===== src/rtl/sram_arb_pkg.sv =====
// Shared types and default sizes for the four-core SRAM arbiter.
// Latency: n/a (declarations only). Backpressure: n/a.
// Default sizes match a 1Mx16 SRAM shared by four cores.
package sram_arb_pkg;

    localparam int NUM_CPU_DEF = 4;
    localparam int ADDR_W_DEF  = 20;
    localparam int DATA_W_DEF  = 16;

    typedef enum logic [1:0] {
        IDLE   = 2'd0,
        ACCESS = 2'd1,
        DONE   = 2'd2
    } arb_state_t;

endpackage


===== src/rtl/sram_arbiter_if.sv =====
// Core-request and SRAM-side bus bundle for sram_arbiter.
// Latency: n/a (wires only). Backpressure: cores hold cpu_CE low until memReady.
// master = arbiter side, slave = cores plus SRAM side.
interface sram_arbiter_if #(
    parameter int NUM_CPU = sram_arb_pkg::NUM_CPU_DEF,
    parameter int ADDR_W  = sram_arb_pkg::ADDR_W_DEF,
    parameter int DATA_W  = sram_arb_pkg::DATA_W_DEF
);
    logic [NUM_CPU-1:0]        cpu_CE;
    logic [NUM_CPU-1:0]        cpu_WE;
    logic [NUM_CPU*ADDR_W-1:0] cpu_ADDR;
    logic [NUM_CPU*DATA_W-1:0] cpu_wdata;
    logic [NUM_CPU-1:0]        memReady;
    logic [DATA_W-1:0]         Data_from_SRAM_cpu;
    logic [NUM_CPU-1:0]        grant;
    logic                      CE;
    logic                      UB;
    logic                      LB;
    logic                      OE;
    logic                      WE;
    logic [ADDR_W-1:0]         ADDR;
    logic [DATA_W-1:0]         Data_to_SRAM;
    logic [DATA_W-1:0]         Data_from_SRAM;
    logic [NUM_CPU*16-1:0]     grant_count;

    modport master (
        input  cpu_CE, cpu_WE, cpu_ADDR, cpu_wdata, Data_from_SRAM,
        output memReady, Data_from_SRAM_cpu, grant,
        output CE, UB, LB, OE, WE, ADDR, Data_to_SRAM, grant_count
    );

    modport slave (
        output cpu_CE, cpu_WE, cpu_ADDR, cpu_wdata, Data_from_SRAM,
        input  memReady, Data_from_SRAM_cpu, grant,
        input  CE, UB, LB, OE, WE, ADDR, Data_to_SRAM, grant_count
    );

endinterface


===== src/rtl/sram_arbiter_rr_pick.sv =====
// Round-robin selector: first requester at or after ptr, wrapping.
// Latency: combinational. Backpressure: none, pure function of req/ptr.
module rr_pick #(
    parameter int NUM_CPU = 4,
    parameter int PTR_W   = 2
) (
    input  logic [NUM_CPU-1:0] req,
    input  logic [PTR_W-1:0]   ptr,
    output logic [NUM_CPU-1:0] pick,
    output logic               vld
);

    always_comb begin
        pick = '0;
        vld  = 1'b0;
        for (int i = 0; i < NUM_CPU; i++) begin
            if (!vld && req[(int'(ptr) + i) % NUM_CPU]) begin
                pick[(int'(ptr) + i) % NUM_CPU] = 1'b1;
                vld                             = 1'b1;
            end
        end
    end

endmodule


===== src/rtl/sram_arbiter.sv =====
// Round-robin arbiter granting one of NUM_CPU cores to a single external SRAM.
// Latency: strobes ACCESS_CYCLES cycles after grant, memReady one cycle later.
// Backpressure: ungranted cores see memReady low and hold. SRAM_ARB_STATS_EN adds grant counters.
module sram_arbiter
    import sram_arb_pkg::*;
#(
    parameter int NUM_CPU       = NUM_CPU_DEF,
    parameter int ADDR_W        = ADDR_W_DEF,
    parameter int DATA_W        = DATA_W_DEF,
    parameter int ACCESS_CYCLES = 2
) (
    input  logic           Clk,
    input  logic           Reset,
    sram_arbiter_if.master bus
);

    localparam int PTR_W = (NUM_CPU > 1) ? $clog2(NUM_CPU) : 1;
    localparam int CNT_W = (ACCESS_CYCLES > 1) ? $clog2(ACCESS_CYCLES) : 1;
    localparam logic [CNT_W-1:0] CNT_LOAD = CNT_W'(ACCESS_CYCLES - 1);

    arb_state_t         state_q, state_d;
    logic [PTR_W-1:0]   rr_ptr_q, rr_ptr_d;
    logic [CNT_W-1:0]   cnt_q, cnt_d;
    logic [NUM_CPU-1:0] grant_q, grant_d;
    logic [PTR_W-1:0]   gidx_q, gidx_d;
    logic               wr_q, wr_d;
    logic [ADDR_W-1:0]  addr_q, addr_d;
    logic [DATA_W-1:0]  wdata_q, wdata_d;
    logic [DATA_W-1:0]  rdata_q, rdata_d;
    logic               ce_q, ce_d;
    logic               oe_q, oe_d;
    logic               we_q, we_d;
    logic [NUM_CPU-1:0] mem_ready_q, mem_ready_d;

    logic [NUM_CPU-1:0] req_vec;
    logic [NUM_CPU-1:0] pick;
    logic               pick_vld;
    logic [PTR_W-1:0]   pick_idx;
    logic               pick_wr;

    assign req_vec = ~bus.cpu_CE;

    rr_pick #(
        .NUM_CPU (NUM_CPU),
        .PTR_W   (PTR_W)
    ) u_rr_pick (
        .req  (req_vec),
        .ptr  (rr_ptr_q),
        .pick (pick),
        .vld  (pick_vld)
    );

    always_comb begin
        pick_idx = '0;
        for (int i = 0; i < NUM_CPU; i++) begin
            if (pick[i]) begin
                pick_idx = PTR_W'(i);
            end
        end
    end

    assign pick_wr = ~bus.cpu_WE[pick_idx];

    always_comb begin
        state_d     = state_q;
        rr_ptr_d    = rr_ptr_q;
        cnt_d       = cnt_q;
        grant_d     = grant_q;
        gidx_d      = gidx_q;
        wr_d        = wr_q;
        addr_d      = addr_q;
        wdata_d     = wdata_q;
        rdata_d     = rdata_q;
        ce_d        = ce_q;
        oe_d        = oe_q;
        we_d        = we_q;
        mem_ready_d = '0;

        case (state_q)
            IDLE: begin
                if (pick_vld) begin
                    state_d = ACCESS;
                    grant_d = pick;
                    gidx_d  = pick_idx;
                    wr_d    = pick_wr;
                    addr_d  = bus.cpu_ADDR[pick_idx*ADDR_W +: ADDR_W];
                    wdata_d = bus.cpu_wdata[pick_idx*DATA_W +: DATA_W];
                    cnt_d   = CNT_LOAD;
                    ce_d    = 1'b0;
                    oe_d    = pick_wr;
                    we_d    = ~pick_wr;
                end
            end
            ACCESS: begin
                if (cnt_q == '0) begin
                    state_d     = DONE;
                    ce_d        = 1'b1;
                    oe_d        = 1'b1;
                    we_d        = 1'b1;
                    mem_ready_d = grant_q;
                    if (!wr_q) begin
                        rdata_d = bus.Data_from_SRAM;
                    end
                end else begin
                    cnt_d = cnt_q - CNT_W'(1);
                end
            end
            DONE: begin
                state_d  = IDLE;
                grant_d  = '0;
                rr_ptr_d = (gidx_q == PTR_W'(NUM_CPU - 1)) ? '0 : gidx_q + PTR_W'(1);
            end
            default: begin
                state_d = IDLE;
            end
        endcase
    end

    // Reset drops strobes and pending memReady at once, aborting any access.
    always_ff @(posedge Clk or negedge Reset) begin
        if (!Reset) begin
            state_q     <= IDLE;
            rr_ptr_q    <= '0;
            cnt_q       <= '0;
            grant_q     <= '0;
            gidx_q      <= '0;
            wr_q        <= 1'b0;
            addr_q      <= '0;
            wdata_q     <= '0;
            rdata_q     <= '0;
            ce_q        <= 1'b1;
            oe_q        <= 1'b1;
            we_q        <= 1'b1;
            mem_ready_q <= '0;
        end else begin
            state_q     <= state_d;
            rr_ptr_q    <= rr_ptr_d;
            cnt_q       <= cnt_d;
            grant_q     <= grant_d;
            gidx_q      <= gidx_d;
            wr_q        <= wr_d;
            addr_q      <= addr_d;
            wdata_q     <= wdata_d;
            rdata_q     <= rdata_d;
            ce_q        <= ce_d;
            oe_q        <= oe_d;
            we_q        <= we_d;
            mem_ready_q <= mem_ready_d;
        end
    end

    assign bus.CE                 = ce_q;
    assign bus.UB                 = ce_q;
    assign bus.LB                 = ce_q;
    assign bus.OE                 = oe_q;
    assign bus.WE                 = we_q;
    assign bus.ADDR               = addr_q;
    assign bus.Data_to_SRAM       = wdata_q;
    assign bus.Data_from_SRAM_cpu = rdata_q;
    assign bus.grant              = grant_q;
    assign bus.memReady           = mem_ready_q;

`ifdef SRAM_ARB_STATS_EN
    logic [NUM_CPU-1:0][15:0] stat_q, stat_d;
    logic                     enter_done;

    assign enter_done = (state_q == ACCESS) && (cnt_q == '0);

    always_comb begin
        stat_d = stat_q;
        for (int i = 0; i < NUM_CPU; i++) begin
            if (enter_done && grant_q[i] && (stat_q[i] != 16'hFFFF)) begin
                stat_d[i] = stat_q[i] + 16'd1;
            end
        end
    end

    always_ff @(posedge Clk or negedge Reset) begin
        if (!Reset) begin
            stat_q <= '0;
        end else begin
            stat_q <= stat_d;
        end
    end

    assign bus.grant_count = stat_q;
`else
    assign bus.grant_count = '0;
`endif

endmodule


===== src/flat_wrapper.sv =====
// flat-port wrapper written by rule: the top's interface ports become plain ports
module sram_arbiter_flat import sram_arb_pkg::*;
#(
    parameter int NUM_CPU       = NUM_CPU_DEF,
    parameter int ADDR_W        = ADDR_W_DEF,
    parameter int DATA_W        = DATA_W_DEF,
    parameter int ACCESS_CYCLES = 2
)
  (Clk, Reset, bus_cpu_CE, bus_cpu_WE, bus_cpu_ADDR, bus_cpu_wdata, bus_Data_from_SRAM, bus_memReady, bus_Data_from_SRAM_cpu, bus_grant, bus_CE, bus_UB, bus_LB, bus_OE, bus_WE, bus_ADDR, bus_Data_to_SRAM, bus_grant_count);
  sram_arbiter_if #(.NUM_CPU(NUM_CPU), .ADDR_W(ADDR_W), .DATA_W(DATA_W)) bus_i ();
  input  logic Clk;
  input  logic Reset;
  input wire logic [$bits(bus_i.cpu_CE)-1:0] bus_cpu_CE;
  input wire logic [$bits(bus_i.cpu_WE)-1:0] bus_cpu_WE;
  input wire logic [$bits(bus_i.cpu_ADDR)-1:0] bus_cpu_ADDR;
  input wire logic [$bits(bus_i.cpu_wdata)-1:0] bus_cpu_wdata;
  input wire logic [$bits(bus_i.Data_from_SRAM)-1:0] bus_Data_from_SRAM;
  output wire logic [$bits(bus_i.memReady)-1:0] bus_memReady;
  output wire logic [$bits(bus_i.Data_from_SRAM_cpu)-1:0] bus_Data_from_SRAM_cpu;
  output wire logic [$bits(bus_i.grant)-1:0] bus_grant;
  output wire logic [$bits(bus_i.CE)-1:0] bus_CE;
  output wire logic [$bits(bus_i.UB)-1:0] bus_UB;
  output wire logic [$bits(bus_i.LB)-1:0] bus_LB;
  output wire logic [$bits(bus_i.OE)-1:0] bus_OE;
  output wire logic [$bits(bus_i.WE)-1:0] bus_WE;
  output wire logic [$bits(bus_i.ADDR)-1:0] bus_ADDR;
  output wire logic [$bits(bus_i.Data_to_SRAM)-1:0] bus_Data_to_SRAM;
  output wire logic [$bits(bus_i.grant_count)-1:0] bus_grant_count;
  assign bus_i.cpu_CE = bus_cpu_CE;
  assign bus_i.cpu_WE = bus_cpu_WE;
  assign bus_i.cpu_ADDR = bus_cpu_ADDR;
  assign bus_i.cpu_wdata = bus_cpu_wdata;
  assign bus_i.Data_from_SRAM = bus_Data_from_SRAM;
  assign bus_memReady = bus_i.memReady;
  assign bus_Data_from_SRAM_cpu = bus_i.Data_from_SRAM_cpu;
  assign bus_grant = bus_i.grant;
  assign bus_CE = bus_i.CE;
  assign bus_UB = bus_i.UB;
  assign bus_LB = bus_i.LB;
  assign bus_OE = bus_i.OE;
  assign bus_WE = bus_i.WE;
  assign bus_ADDR = bus_i.ADDR;
  assign bus_Data_to_SRAM = bus_i.Data_to_SRAM;
  assign bus_grant_count = bus_i.grant_count;
  sram_arbiter #(.NUM_CPU(NUM_CPU), .ADDR_W(ADDR_W), .DATA_W(DATA_W), .ACCESS_CYCLES(ACCESS_CYCLES)) u_core (.Clk(Clk), .Reset(Reset), .bus(bus_i));
endmodule

===== config.mk =====
export PLATFORM = sky130hd
export DESIGN_NAME = sram_arbiter_flat
export DESIGN_NICKNAME = d
export VERILOG_FILES = /design/src/rtl/sram_arb_pkg.sv /design/src/rtl/sram_arbiter_if.sv /design/src/rtl/sram_arbiter_rr_pick.sv /design/src/rtl/sram_arbiter.sv /design/src/flat_wrapper.sv
export SDC_FILE = /design/constraint.sdc
export NUM_CORES = 1
export LEC_CHECK = 0
export BUFFER_PORTS_ARGS = -buffer_cell sky130_fd_sc_hd__buf_2
export CAP_MARGIN = 20
export CORE_AREA = 2 2 116 118
export DETAILED_ROUTE_END_ITERATION = 8
export DIE_AREA = 0 0 118 120
export PLACE_DENSITY = 0.7
export SYNTH_ARGS = -nofsm -noshare
export SYNTH_HDL_FRONTEND = slang
export SYNTH_SLANG_ARGS = --single-unit

===== constraint.sdc =====
create_clock -name Clk -period 5.9 [get_ports Clk]
set_clock_uncertainty 0.15 [all_clocks]
set_input_delay 0.295 -clock Clk [delete_from_list [all_inputs] [get_ports Clk]]
set_output_delay 0.295 -clock Clk [all_outputs]
set_load 0.005 [all_outputs]

# Word level (Yosys, flattened, before mapping)
# Index checks and enable logic that the tools add are counted.
dict set report totals {
  register_bits 71
  input_bits 170
  out_inout_bits 129
  elab_cells 117
}
dict set report op_classes {
  add_sub_neg 5
  n_mul 1
  magnitude_cmp 9
  n_eq_ne 5
  shifts 2
  n_mux 50
  n_bitwise 10
  reduce_logical 22
}
# cell count
set ops {}
lappend ops {{80-bit by 8-bit variable part select with 20-bit output} 1}
lappend ops {{64-bit by 7-bit variable part select with 16-bit output} 1}
lappend ops {{4-bit 2-to-1 mux} 7}
lappend ops {{1-bit 2-to-1 mux} 23}
lappend ops {{3-bit by 4-bit < comparator with 1-bit output, second input constant} 3}
lappend ops {{4-bit bitwise OR} 3}
lappend ops {{1-bit binary-select mux with 2-bit select} 5}
lappend ops {{2-bit 2-to-1 mux} 5}
lappend ops {{3-bit by 1-bit greater-or-equal comparator with 1-bit output, second input constant} 3}
lappend ops {{1-bit demux with 2-bit select} 4}
lappend ops {{1-bit one-hot mux with 2 select lines} 4}
lappend ops {{4-bit one-hot mux with 2 select lines} 1}
lappend ops {{2-bit AND reduction} 4}
lappend ops {{1-bit logical AND} 7}
lappend ops {{2-bit by 3-bit < comparator with 1-bit output, second input constant} 2}
lappend ops {{3-bit AND reduction} 2}
lappend ops {{2-bit OR reduction} 3}
lappend ops {{2-bit by 3-bit multiplier with 5-bit output, second input constant} 1}
lappend ops {{2-bit by 1-bit adder with 2-bit output, second input constant} 2}
lappend ops {{2-bit adder, second input constant} 2}
lappend ops {{2-bit equality test, second input constant} 2}
lappend ops {{4-bit NOT} 1}
lappend ops {{2-bit one-hot mux with 2 select lines} 1}
lappend ops {{2-bit nonzero test} 2}
lappend ops {{other kinds (9)} 15}

# Logic depth before layout (Yosys ltp)
# Gate-level depths: netlist (run 1).
dict set report depth {
  depth_word 22
  ltp_mapped 14
  ltp_nobuf 9
}

# By module
# Synthesis (run 1) repeated with hierarchy kept, for this count alone.
dict set report hier_totals {
  cells_unflattened 446
  area_unflattened_um2 4584.4
}
# mod instances cells_per_inst area_each_um2
set modules_own_cells {}
lappend modules_own_cells {sram_arbiter 1 384 4090.2}
lappend modules_own_cells {rr_pick 1 62 494.2}

# Worst setup path before layout (run 1)
# No wires, ideal clock.
dict set report synth_path {
  kind {flip-flop to flip-flop}
  start {register u_core.rr_ptr_q[0]}
  end {register u_core.addr_q[16], in the netlist u_core.bus.ADDR[16]}
  setup_ns 0.132
  t_arrival_ns 2.902
  required_ns 5.618
  slack_ns 2.716
  stages_incl_launch_ff 15
  n_path_buf 5
  cell_sequence {dfrtp_1 > buf_2 > buf_4 > inv_1 > ha_1 > mux4_2 > or2_1 > a211oi_1 > a211o_1 > buf_6 > nor2b_1 > buf_6 > buf_6 > a22oi_1 > a21oi_1}
}
dict set report synth_via {
  elab_chain_len 18
  elab_cells_between_ends 63
  classes_between {3 x add/sub; 1 x mul; 8 x order compare; 1 x shift; 30 x mux; 6 x bitwise; 14 x reduce/logical}
}
# element line
set synth_lines {}
lappend synth_lines {{start, declared} sram_arbiter.sv:22} ;# logic [PTR_W-1:0] rr_ptr_q, rr_ptr_d;
lappend synth_lines {{start signal, assigned} sram_arbiter.sv:137} ;# rr_ptr_q <= rr_ptr_d;
lappend synth_lines {{2-bit by 1-bit adder with 2-bit output} {sram_arbiter_rr_pick.sv:17, sram_arbiter_rr_pick.sv:18}}
lappend synth_lines {{2-bit OR reduction (no source line)} n/a}
lappend synth_lines {{1-bit AND (no source line)} n/a}
lappend synth_lines {{3-bit by 4-bit < comparator with 1-bit output (not written as such) / 3-bit by 1-bit greater-or-equal comparator with 1-bit output (equally long branches)} sram_arbiter_rr_pick.sv:18} ;# pick[(int'(ptr) + i) % NUM_CPU] = 1'b1;
lappend synth_lines {{1-bit logical AND (not written as such)} sram_arbiter_rr_pick.sv:18}
lappend synth_lines {{1-bit 2-to-1 mux (not written as such)} sram_arbiter_rr_pick.sv:18}
lappend synth_lines {{1-bit demux with 2-bit select} sram_arbiter_rr_pick.sv:18}
lappend synth_lines {{4-bit bitwise OR (no source line)} n/a}
lappend synth_lines {{4-bit 2-to-1 mux} sram_arbiter_rr_pick.sv:17} ;# if (!vld && req[(int'(ptr) + i) % NUM_CPU]) begin
lappend synth_lines {{4-bit bitwise OR (no source line)} n/a}
lappend synth_lines {{4-bit 2-to-1 mux} sram_arbiter_rr_pick.sv:17}
lappend synth_lines {{4-bit bitwise OR (no source line)} n/a}
lappend synth_lines {{4-bit 2-to-1 mux} sram_arbiter_rr_pick.sv:17}
lappend synth_lines {{1-bit 2-to-1 mux} sram_arbiter.sv:56} ;# if (pick[i]) begin
lappend synth_lines {{2-bit 2-to-1 mux (2 in series)} sram_arbiter.sv:56}
lappend synth_lines {{2-bit by 3-bit multiplier with 5-bit output} sram_arbiter.sv:86} ;# addr_d = bus.cpu_ADDR[pick_idx*ADDR_W +: ADDR_W];
lappend synth_lines {{80-bit by 8-bit variable part select with 20-bit output} sram_arbiter.sv:86}
lappend synth_lines {{end signal, assigned} sram_arbiter.sv:142} ;# addr_q <= addr_d;
lappend synth_lines {{end, declared} sram_arbiter.sv:27} ;# logic [ADDR_W-1:0] addr_q, addr_d;
# Parallel ways exist; a longest one is shown, timed or not. The select of a mux whose other input is x is not followed.
# A chain may end at the register's enable or synchronous reset.

# Final worst setup path (run 1)
dict set report layout_path {
  start {register u_core.rr_ptr_q[0]}
  end {register u_core.addr_q[13], in the netlist u_core.bus.ADDR[13]}
}
# The elaborated chain is that of the path after synthesis.

==> results of run 1 <==
==> worst reg2reg max path: cells and delay by family (launching register included) <==
kind,cells,cell delay (ns)
adder cells (fa/ha/maj),1,0.44
AND/OR/NAND/NOR,1,0.12
multiplexers,1,0.62
AO/OA/AOI/OAI,5,2.15
buffers and inverters,1,0.15
flip-flops,1,0.75
==> sequential cells by signal, summed over array words and instances, names as in the netlist <==
| register | count |
|---|---|
| u_core.gidx_q | 2 |
| u_core.rr_ptr_q | 2 |
| u_core.bus.memReady | 4 |
| u_core.bus.OE | 1 |
| u_core.bus.Data_to_SRAM | 16 |
| u_core.bus.CE | 1 |
| u_core.cnt_q | 1 |
| u_core.bus.Data_from_SRAM_cpu | 16 |
| u_core.wr_q | 1 |
| u_core.bus.grant | 4 |
| u_core.bus.WE | 1 |
| u_core.state_q | 2 |
| u_core.bus.ADDR | 20 |
==> kinds of logic after synthesis <==
kind of cell	after synthesis
AOI/OAI and AO/OA	140
adders and majority gates	5
buffers and inverters	116
DFF	71
muxes	30
other	1
and+or+nand+nor	156
==> power by group through the flow <==
stage | Combinational [mW] | Sequential, mW | Clock (mW)
after global routing | 2.32 | 0.956 | 0.581
after global placement | 2.05 | 0.917 | 0
after CTS | 2.09 | 0.919 | 0.564
final | 2.06 | 0.917 | 0.543
after floorplan | 1.62 | 0.900 | 0
after detailed placement | 2.08 | 0.923 | 0
==> final timing paths <==
path                                             start  slack, ns  cells after the start                           endpoint
max in group asynchronous                        Reset       4.53                      2        u_core.bus.Data_to_SRAM[11]
worst max-delay path                u_core.rr_ptr_q[0]       1.43                      9                u_core.bus.ADDR[13]
worst max register to register      u_core.rr_ptr_q[0]       1.43                      9                u_core.bus.ADDR[13]
worst min-delay path            bus_Data_from_SRAM[10]       0.04                      2  u_core.bus.Data_from_SRAM_cpu[10]
min in group asynchronous                        Reset       0.49                      2             u_core.bus.memReady[0]
worst min register to register        u_core.gidx_q[1]       0.34                      2                   u_core.gidx_q[1]
==> per-layer routing <==
layer  track usage (%)  routed length [um]  vias to the layer above
li1                  -                   -                     2139
met1              22.0                5320                     2025
met2              30.3                6330                      175
met3              5.18                 850                       10
met4              5.42                 162                        0
met5                 0                   0                        -
==> cell usage in the layout (no fill, tap or decap), types with 7 or more instances in the layout <==
cell type    n
buf_2      233
nor2_1      76
dfrtp_1     68
conb_1      64
nand2_1     44
a21oi_1     43
a22oi_1     38
o311ai_1    29
mux2_2      21
clkbuf_16    9
o21ai_0      8
inv_1        7
==> layout make-up <==
class                   instances  area, um^2  share of cell area [%]
clock buffers                   9         225                    3.81
clock inverters                 7        72.6                    1.23
inverters                       7        26.3                   0.445
multi-input cells             395        2370                    40.1
flip-flops and latches         71        1780                    30.1
well taps                     176         220                    3.73
repair buffers                239        1210                    20.5
==> out/metrics.csv, run 1 <==
stage,metric,value,unit
clock_tree,Resized Gates After CTS,0,
sta,FMAX,224,MHz
place,gpl congestion,0.846,
clock_tree,worst skew pair latency,0.33,ns
floorplan,# rows,42,
routing,ANT nets after route,0,
sta,endpoints failing hold,0,
worst_setup_path,Worst path slowest cell,o21ai_4,
routing,Via-to-Cell Ratio,4.81,
grt,grt ovf,0,
place,Placed Cells,887,
worst_setup_path,Crit path max-delay family,compound AO/OA/AOI/OAI gates,
sta,Tmin final,4.47,ns
layout,nets@finish,898,
floorplan,die area,0.0142,mm^2
logic_synthesis,post-synthesis compound-gate area fraction,20.8,%
place,Detailed Place HPWL,9150,um
logic_synthesis,Cells after Synth,519,
logic_synthesis,Netlist cell types,50,
worst_setup_path,CP endpoint kind,flop,
place,pre-CTS setup slack,1.41,ns
worst_setup_path,crit path buf inv count,1,
sta,setup violators final,0,
logic_synthesis,largest family of logic cells by synthesized area,compound AO/OA/AOI/OAI gates,
clock_tree,CTS buffer count,9,
routing,DR iter-0 viols,174,
logic_synthesis,leading post-synthesis cells by cell area,"dfrtp_1, buf_4, a22oi_1",
sta,post-route clock period utilization,75.7,%
sta,final worst setup slack,1.43,ns
logic_synthesis,top cell type by total area after synthesis,dfrtp_1,
layout,Area Growth Syn to Fin,26.6,%
run_status,status,completed,
power,Int Pwr,1.95,mW
job,maxcap violations,0,
worst_setup_path,Most common cell on crit path,a21oi_1,
logic_synthesis,simple-gate share of the synthesized area,15.2,%
grt,vias in the first global route,4024,
logic_synthesis,Post-Synth XOR/XNOR Area,0,%
clock_tree,"Setup Fix Bufs, Post-CTS",0,
routing,total number of vias,4349,
logic_synthesis,Synthesis Warnings,0,
clock_tree,Clock Pin Slew Worst Setup and Hold Paths,0.06,ns
sta,slew margin rel.,33.5,%
worst_setup_path,Critical Path AT,4.57,ns
logic_synthesis,most frequent cell after synthesis,nor2_1,
worst_setup_path,crit-path max cell delay,0.91,ns
worst_setup_path,crit path max fanout,43,
logic_synthesis,ys flop type,dfrtp_1,
worst_setup_path,Worst EP required,6.01,ns
power,clock share of power,15.4,%
layout,post-layout util,45.5,%
power,leakage power,2.86,nW
logic_synthesis,share of Yosys cell area claimed by the top area cell type,36.5,%
logic_synthesis,Post-synth ARST share,100,%
power,Sw Ratio,44.6,%
logic_synthesis,adder-cell share of the synthesized area,1.34,%
power,P_sw,1.57,mW
grt,largest net degree at the start of global routing,72,
sta,Slew @ Worst Pin,0.994,ns
logic_synthesis,number of synthesized register bits,71,
grt,initial antenna violation count,0,
layout,Post-Layout Inst Area,0.00591,mm^2
sta,Hold WS,0.0399,ns
grt,Global Route Usage Sum,17.9,%
layout,Layout Cells excl Fill,904,
logic_synthesis,Post-synth EDFFs,0,
routing,Pre-antenna DRT Iters,4,
clock_tree,Clock Tree Buf Depth,2,
power,total power,3.52,mW
logic_synthesis,Mapped Area,0.00467,mm^2
power,Reg power frac,26.1,%
clock_tree,cell chosen for the clock root,clkbuf_16,
routing,final wirelength,12700,um
grt,global-route wire length before repair,20200,um
sta,final max-slew violation count,0,
place,input/output buffers,234,
power,Power Density,595,mW/mm^2
logic_synthesis,mux contribution to synthesized area,8.07,%
floorplan,Die Wd,118,um
power,VDD IR max,242,uV
sta,RSZ-0062 raised after global routing,no,
sta,Fin Setup TNS,0,ns
worst_setup_path,CP Cell Sequence,"inv_1, ha_1, mux4_2, nand3_1, a21oi_1, a211o_2, o21ai_4, o311ai_0, a21oi_1",
place,post-place instance area,0.00560,mm^2
layout,Antenna diodes,0,
floorplan,Core ar.,0.0130,mm^2
logic_synthesis,"Avg Cell Area, Syn",8.99,um^2
logic_synthesis,Post-synth top cells,"nor2_1, buf_4, dfrtp_1, nand2_1, a21oi_1",
clock_tree,CTS tree,done,
routing,drt wl/cell,14.0,um
floorplan,Initial Utilization,36.0,%
clock_tree,hold-fix buffer count after cts,1,
floorplan,Die H,120,um
layout,fill count,1317,
floorplan,IO Pins,299,
worst_setup_path,Setup CP Type,flop to flop,
routing,DRC,0,
logic_synthesis,"Seq/Total Area, Yosys",38.2,%
worst_setup_path,Setup crit start kind,flop,
layout,share of layout cells above drive strength 1,40.0,%
worst_hold_path,Hold Crit Class,primary input to flop,
clock_tree,CTS H-tree lvls,3,
power,Logic pwr share,58.5,%
clock_tree,clk sinks,71,
(Power assumes the default switching activity.)
==> inputs of run 2 (changes only) <==
- PLACE_DENSITY: 0.7 -> 0.73
- clock period: 5.9 -> 4.1 ns (I/O delays scaled with it)
==> run 2 against run 1 <==
  * Sequential power is 43% higher
  * Hold slack worse by 0.030 ns
  * Global-route usage rose by 2.2 points
  * Fmax grew 19%
  * Combinational power is 52% higher
  * Critical path type unchanged
  * Highest routed layer unchanged
==> out/metrics.csv, run 2 (same netlist as run 1, synthesis figures left out) <==
stage,metric,value,unit
run_status,status,completed,
place,input/output buffers,234,
floorplan,IO Pins,299,
clock_tree,clk sinks,71,
grt,largest net degree at the start of global routing,72,
routing,total number of vias,4619,
layout,Area Growth Syn to Fin,35.8,%
grt,initial antenna violation count,2,
routing,DRC,0,
grt,vias in the first global route,4459,
floorplan,die area,0.0142,mm^2
routing,Pre-antenna DRT Iters,4,
sta,slew margin rel.,36.6,%
sta,final max-slew violation count,0,
routing,Via-to-Cell Ratio,4.88,
layout,"commonest non-fill, non-tap cell in the layout",buf_2,
worst_setup_path,Setup CP Type,flop to flop,
sta,FMAX,266,MHz
worst_setup_path,crit-path max cell delay,0.62,ns
sta,final worst setup slack,0.337,ns
clock_tree,"Setup Fix Bufs, Post-CTS",0,
sta,RSZ-0062 raised after global routing,no,
floorplan,Core ar.,0.0130,mm^2
sta,Hold WS,0.0103,ns
layout,most frequent cells in the layout,"buf_2, nor2_1, dfrtp_1",
place,Detailed Place HPWL,9840,um
power,VDD IR max,415,uV
worst_setup_path,crit path buf inv count,3,
layout,fill count,1236,
sta,Fin Setup TNS,0,ns
layout,share of layout cells above drive strength 1,38.8,%
place,pre-CTS setup slack,0.591,ns
floorplan,Initial Utilization,36.0,%
power,Power Density,838,mW/mm^2
sta,setup violators final,0,
floorplan,# rows,42,
clock_tree,CTS tree,done,
sta,post-route clock period utilization,91.8,%
routing,drt wl/cell,15.1,um
layout,nets@finish,938,
routing,ANT nets after route,0,
floorplan,Die H,120,um
floorplan,Die Wd,118,um
worst_setup_path,Setup crit start kind,flop,
clock_tree,CTS H-tree lvls,3,
sta,Slew @ Worst Pin,0.951,ns
clock_tree,Clock Tree Buf Depth,2,
grt,Global Route Usage Sum,20.1,%
worst_setup_path,crit path max fanout,34,
worst_hold_path,Hold Crit Class,primary input to flop,
power,total power,5.31,mW
clock_tree,CTS buffer count,9,
clock_tree,cell chosen for the clock root,clkbuf_16,
worst_setup_path,Worst path slowest cell,mux4_2,
worst_setup_path,CP Cell Sequence,"inv_1, ha_1, mux4_2, nand3_1, a21oi_1, a211o_2, nor2b_2, buf_4, a22oi_1, dlygate4sd3_1, a21oi_1",
power,leakage power,3.06,nW
clock_tree,Clock Pin Slew Worst Setup and Hold Paths,0.06,ns
worst_setup_path,Worst EP required,4.22,ns
worst_setup_path,Crit path max-delay family,buffers and inverters,
worst_setup_path,Most common cell on crit path,a21oi_1,
grt,grt ovf,0,
sta,endpoints failing hold,0,
sta,Tmin final,3.76,ns
layout,Largest register FFs,20,
grt,global-route wire length before repair,22600,um
routing,final wirelength,14300,um
worst_setup_path,Critical Path AT,3.88,ns
clock_tree,worst skew pair latency,0.33,ns
job,maxcap violations,0,
place,gpl congestion,0.844,
worst_setup_path,CP endpoint kind,flop,
routing,DR iter-0 viols,187,
-- run 2: changes by cell type in the layout (fill, tap and decap cells not counted), moves of 2 or more --
| cell | before | now |
|---|---|---|
| dlygate4sd3_1 | 1 | 34 |
| diode_2 | 0 | 2 |
| buf_4 | 5 | 11 |
| clkinvlp_4 | 2 | 0 |
-- run 2: what timing repair did --
action,in CTS,in global routing
hold endpoints to repair,100,0
hold buffers,34,0
resized for setup,0,0
-- run 2: tightest hold or removal path, stage by stage --
cell and delay, ns:
buf_2 0.07, a22oi_1 0.06, a21oi_1 0.12
-- run 2: through the flow --
stage / cell area, um^2 / instances / util, %
detailed placement: 5660 / 894 / 43.6
global route: 6340 / 946 / 48.8
CTS: 6330 / 944 / 48.8
finish: 6340 / 946 / 48.8
global placement: 5660 / 894 / 43.6
floorplan: 4900 / 582 / -
-- run 2: power breakdown --
group	switching (mW)	internal, mW	total (mW)
logic	1.78	1.35	3.13
clock network	0.330	0.541	0.872
registers	0.219	1.09	1.31
-- run 2: final timing paths --
| kind | startpoint | to | slack [ns] | cells after the start |
|---|---|---|---|---|
| max in group asynchronous | Reset | u_core.rr_ptr_q[1] | 2.77 | 2 |
| worst min register to register | u_core.gidx_q[1] | u_core.gidx_q[1] | 0.34 | 2 |
| worst max register to register | u_core.rr_ptr_q[1] | u_core.bus.Data_to_SRAM[8] | 0.34 | 11 |
| worst max-delay path | u_core.rr_ptr_q[1] | u_core.bus.Data_to_SRAM[8] | 0.34 | 11 |
| worst min-delay path | bus_cpu_ADDR[58] | u_core.bus.ADDR[18] | 0.01 | 3 |
| min in group asynchronous | Reset | u_core.bus.ADDR[19] | 0.40 | 2 |
-- run 2: routing by layer --
metal | track usage (%) | routed length [um] | vias up | share of wire (%)
met5 | 0 | 0 | - | 0
met4 | 10.3 | 453 | 0 | 3.2
met3 | 5.04 | 1100 | 30 | 7.7
met2 | 33.7 | 6990 | 229 | 49
met1 | 23.9 | 5770 | 2139 | 40
li1 | - | - | 2221 | -
-- run 2: area by class of cell --
type | count | area [um^2] | share of cell area, %
antenna | 2 | 5.00 | 0.0790
clock buffer | 9 | 225 | 3.55
clock inverter | 7 | 103 | 1.62
inverter | 7 | 26.3 | 0.415
multi-input combinational | 395 | 2370 | 37.4
sequential | 71 | 1780 | 28.1
tap | 176 | 220 | 3.48
timing repair buffer | 279 | 1610 | 25.4
==> inputs of run 3 (changes only) <==
- PLACE_DENSITY: 0.73 -> 0.7
- clock period: 4.1 -> 4.05 ns (I/O delays scaled with it)
==> run 3 against run 2 <==
  * First-iteration DRC count up 33%
  * Die area unchanged
  * Combinational power up 3%
  * Critical path type unchanged
  * Critical endpoint is now u_core.bus.Data_to_SRAM[15]
  * Largest cell class unchanged
==> out/metrics.csv, run 3 (same netlist as run 1, synthesis figures left out) <==
stage,metric,value,unit
run_status,status,completed,
clock_tree,CTS buffer count,9,
place,input/output buffers,234,
worst_setup_path,Crit path max-delay family,simple AND/OR/NAND/NOR gates,
worst_setup_path,crit path buf inv count,1,
layout,Largest register FFs,20,
power,Int Pwr,2.98,mW
sta,setup violators final,0,
floorplan,Initial Utilization,36.0,%
worst_setup_path,Setup crit start kind,flop,
grt,grt ovf,0,
layout,post-layout util,49.1,%
layout,nets@finish,945,
clock_tree,cell chosen for the clock root,clkbuf_16,
grt,largest net degree at the start of global routing,72,
grt,initial antenna violation count,0,
layout,share of layout cells above drive strength 1,38.6,%
floorplan,IO Pins,299,
worst_setup_path,crit path max fanout,34,
power,clock share of power,15.0,%
power,Reg power frac,24.8,%
place,Placed Cells,896,
power,Power Density,837,mW/mm^2
worst_setup_path,CP Cell Sequence,"inv_1, ha_1, mux4_2, nand3_1, a21oi_1, a211o_2, nor2b_4, a22oi_1, a21oi_1",
clock_tree,CTS tree,done,
layout,Area Growth Syn to Fin,36.5,%
sta,final worst setup slack,0.466,ns
place,gpl congestion,0.837,
sta,endpoints failing hold,0,
sta,Slew @ Worst Pin,0.943,ns
worst_setup_path,crit-path max cell delay,0.72,ns
worst_setup_path,Worst path slowest cell,nor2b_4,
grt,vias in the first global route,4609,
clock_tree,CTS H-tree lvls,3,
routing,DRC,0,
sta,FMAX,279,MHz
routing,Pre-antenna DRT Iters,5,
routing,drt wl/cell,15.0,um
layout,most frequent cells in the layout,"buf_2, nor2_1, dfrtp_1",
routing,ANT nets after route,0,
grt,global-route wire length before repair,22700,um
worst_setup_path,Worst EP required,4.16,ns
floorplan,# rows,42,
place,pre-CTS setup slack,0.487,ns
floorplan,Core ar.,0.0130,mm^2
sta,slew margin rel.,37.2,%
power,P_sw,2.36,mW
clock_tree,Clock Tree Buf Depth,2,
sta,RSZ-0062 raised after global routing,no,
worst_setup_path,Setup CP Type,flop to flop,
sta,final max-slew violation count,0,
power,VDD IR max,385,uV
routing,final wirelength,14200,um
clock_tree,Clock Pin Slew Worst Setup and Hold Paths,0.06,ns
job,maxcap violations,0,
worst_setup_path,CP endpoint kind,flop,
layout,Antenna diodes,0,
routing,total number of vias,4660,
power,Logic pwr share,60.3,%
clock_tree,Resized Gates After CTS,0,
worst_setup_path,Most common cell on crit path,a21oi_1,
clock_tree,clk sinks,71,
layout,"commonest non-fill, non-tap cell in the layout",buf_2,
routing,Via-to-Cell Ratio,4.90,
power,leakage power,3.07,nW
floorplan,Die Wd,118,um
grt,Global Route Usage Sum,20.1,%
routing,DR iter-0 viols,249,
worst_setup_path,Critical Path AT,3.69,ns
worst_hold_path,Hold Crit Class,primary input to flop,
power,total power,5.34,mW
clock_tree,worst skew pair latency,0.33,ns
floorplan,die area,0.0142,mm^2
floorplan,Die H,120,um
place,Detailed Place HPWL,9920,um
sta,Tmin final,3.58,ns
layout,Layout Cells excl Fill,951,
power,Sw Ratio,44.2,%
sta,Fin Setup TNS,0,ns
sta,post-route clock period utilization,88.5,%
run 3: cell count changes in the layout (fill, tap and decap cells not counted), sizes merged:
cell	change
buf	+2
bufinv	-1
clkbuf	+1
clkinv	+2
diode	-2
dlygate4sd3	+5
inv	-2
run 3: final cells by class:
class / instances / area [um^2]
Clock buffer: 10 / 229
Clock inverter: 6 / 70.1
Fill cell: 1250 / 6610
Inverter: 7 / 26.3
Multi-Input combinational cell: 395 / 2370
Sequential cell: 71 / 1780
Tap cell: 176 / 220
Timing Repair Buffer: 286 / 1670
run 3: worst paths after layout:
check	cells past startpoint	from	end	slack, ns
worst max-delay path	9	u_core.rr_ptr_q[1]	u_core.bus.Data_to_SRAM[15]	0.47
worst min-delay path	3	bus_cpu_ADDR[77]	u_core.bus.ADDR[17]	0.02
worst max register to register	9	u_core.rr_ptr_q[1]	u_core.bus.Data_to_SRAM[15]	0.47
worst min register to register	2	u_core.gidx_q[1]	u_core.gidx_q[1]	0.34
max in group asynchronous	2	Reset	u_core.bus.Data_to_SRAM[10]	2.71
min in group asynchronous	2	Reset	u_core.wr_q	0.41
run 3: power groups by stage:
| stage | Sequential (mW) | Clock (mW) | Combinational (mW) |
|---|---|---|---|
| after floorplan | 1.31 | 0 | 2.36 |
| after global placement | 1.32 | 0 | 3.16 |
| after detailed placement | 1.32 | 0 | 3.19 |
| after CTS | 1.32 | 0.824 | 3.22 |
| after global routing | 1.37 | 0.854 | 3.58 |
| final | 1.32 | 0.798 | 3.22 |
run 3: what timing repair did:
item	in CTS	in global routing
hold buffers	39	0
hold endpoints to repair	103	0
buffers inserted	0	0
run 3: worst min-delay path, cell delays in order:
cell and delay, ns:
buf_2 0.07, a22oi_1 0.07, a21oi_1 0.12
run 3: per-stage QoR:
step	hold slack (ns)	area (um^2)
final	0.0165	6370
after CTS	0.000412	6370
after global routing	0.00850	6370
after detailed placement	0.261	5680
after floorplan	-0.243	4900
after global placement	0.260	5680
run 3: per-layer routing:
metal	wire length, um	share of wire, %	GRT usage, %	vias up
met5	0	0	0	-
met4	327	2.3	8.13	0
met3	917	6.4	4.37	28
met2	7010	49	33.5	237
met1	5980	42	25.3	2162
li1	-	-	-	2233
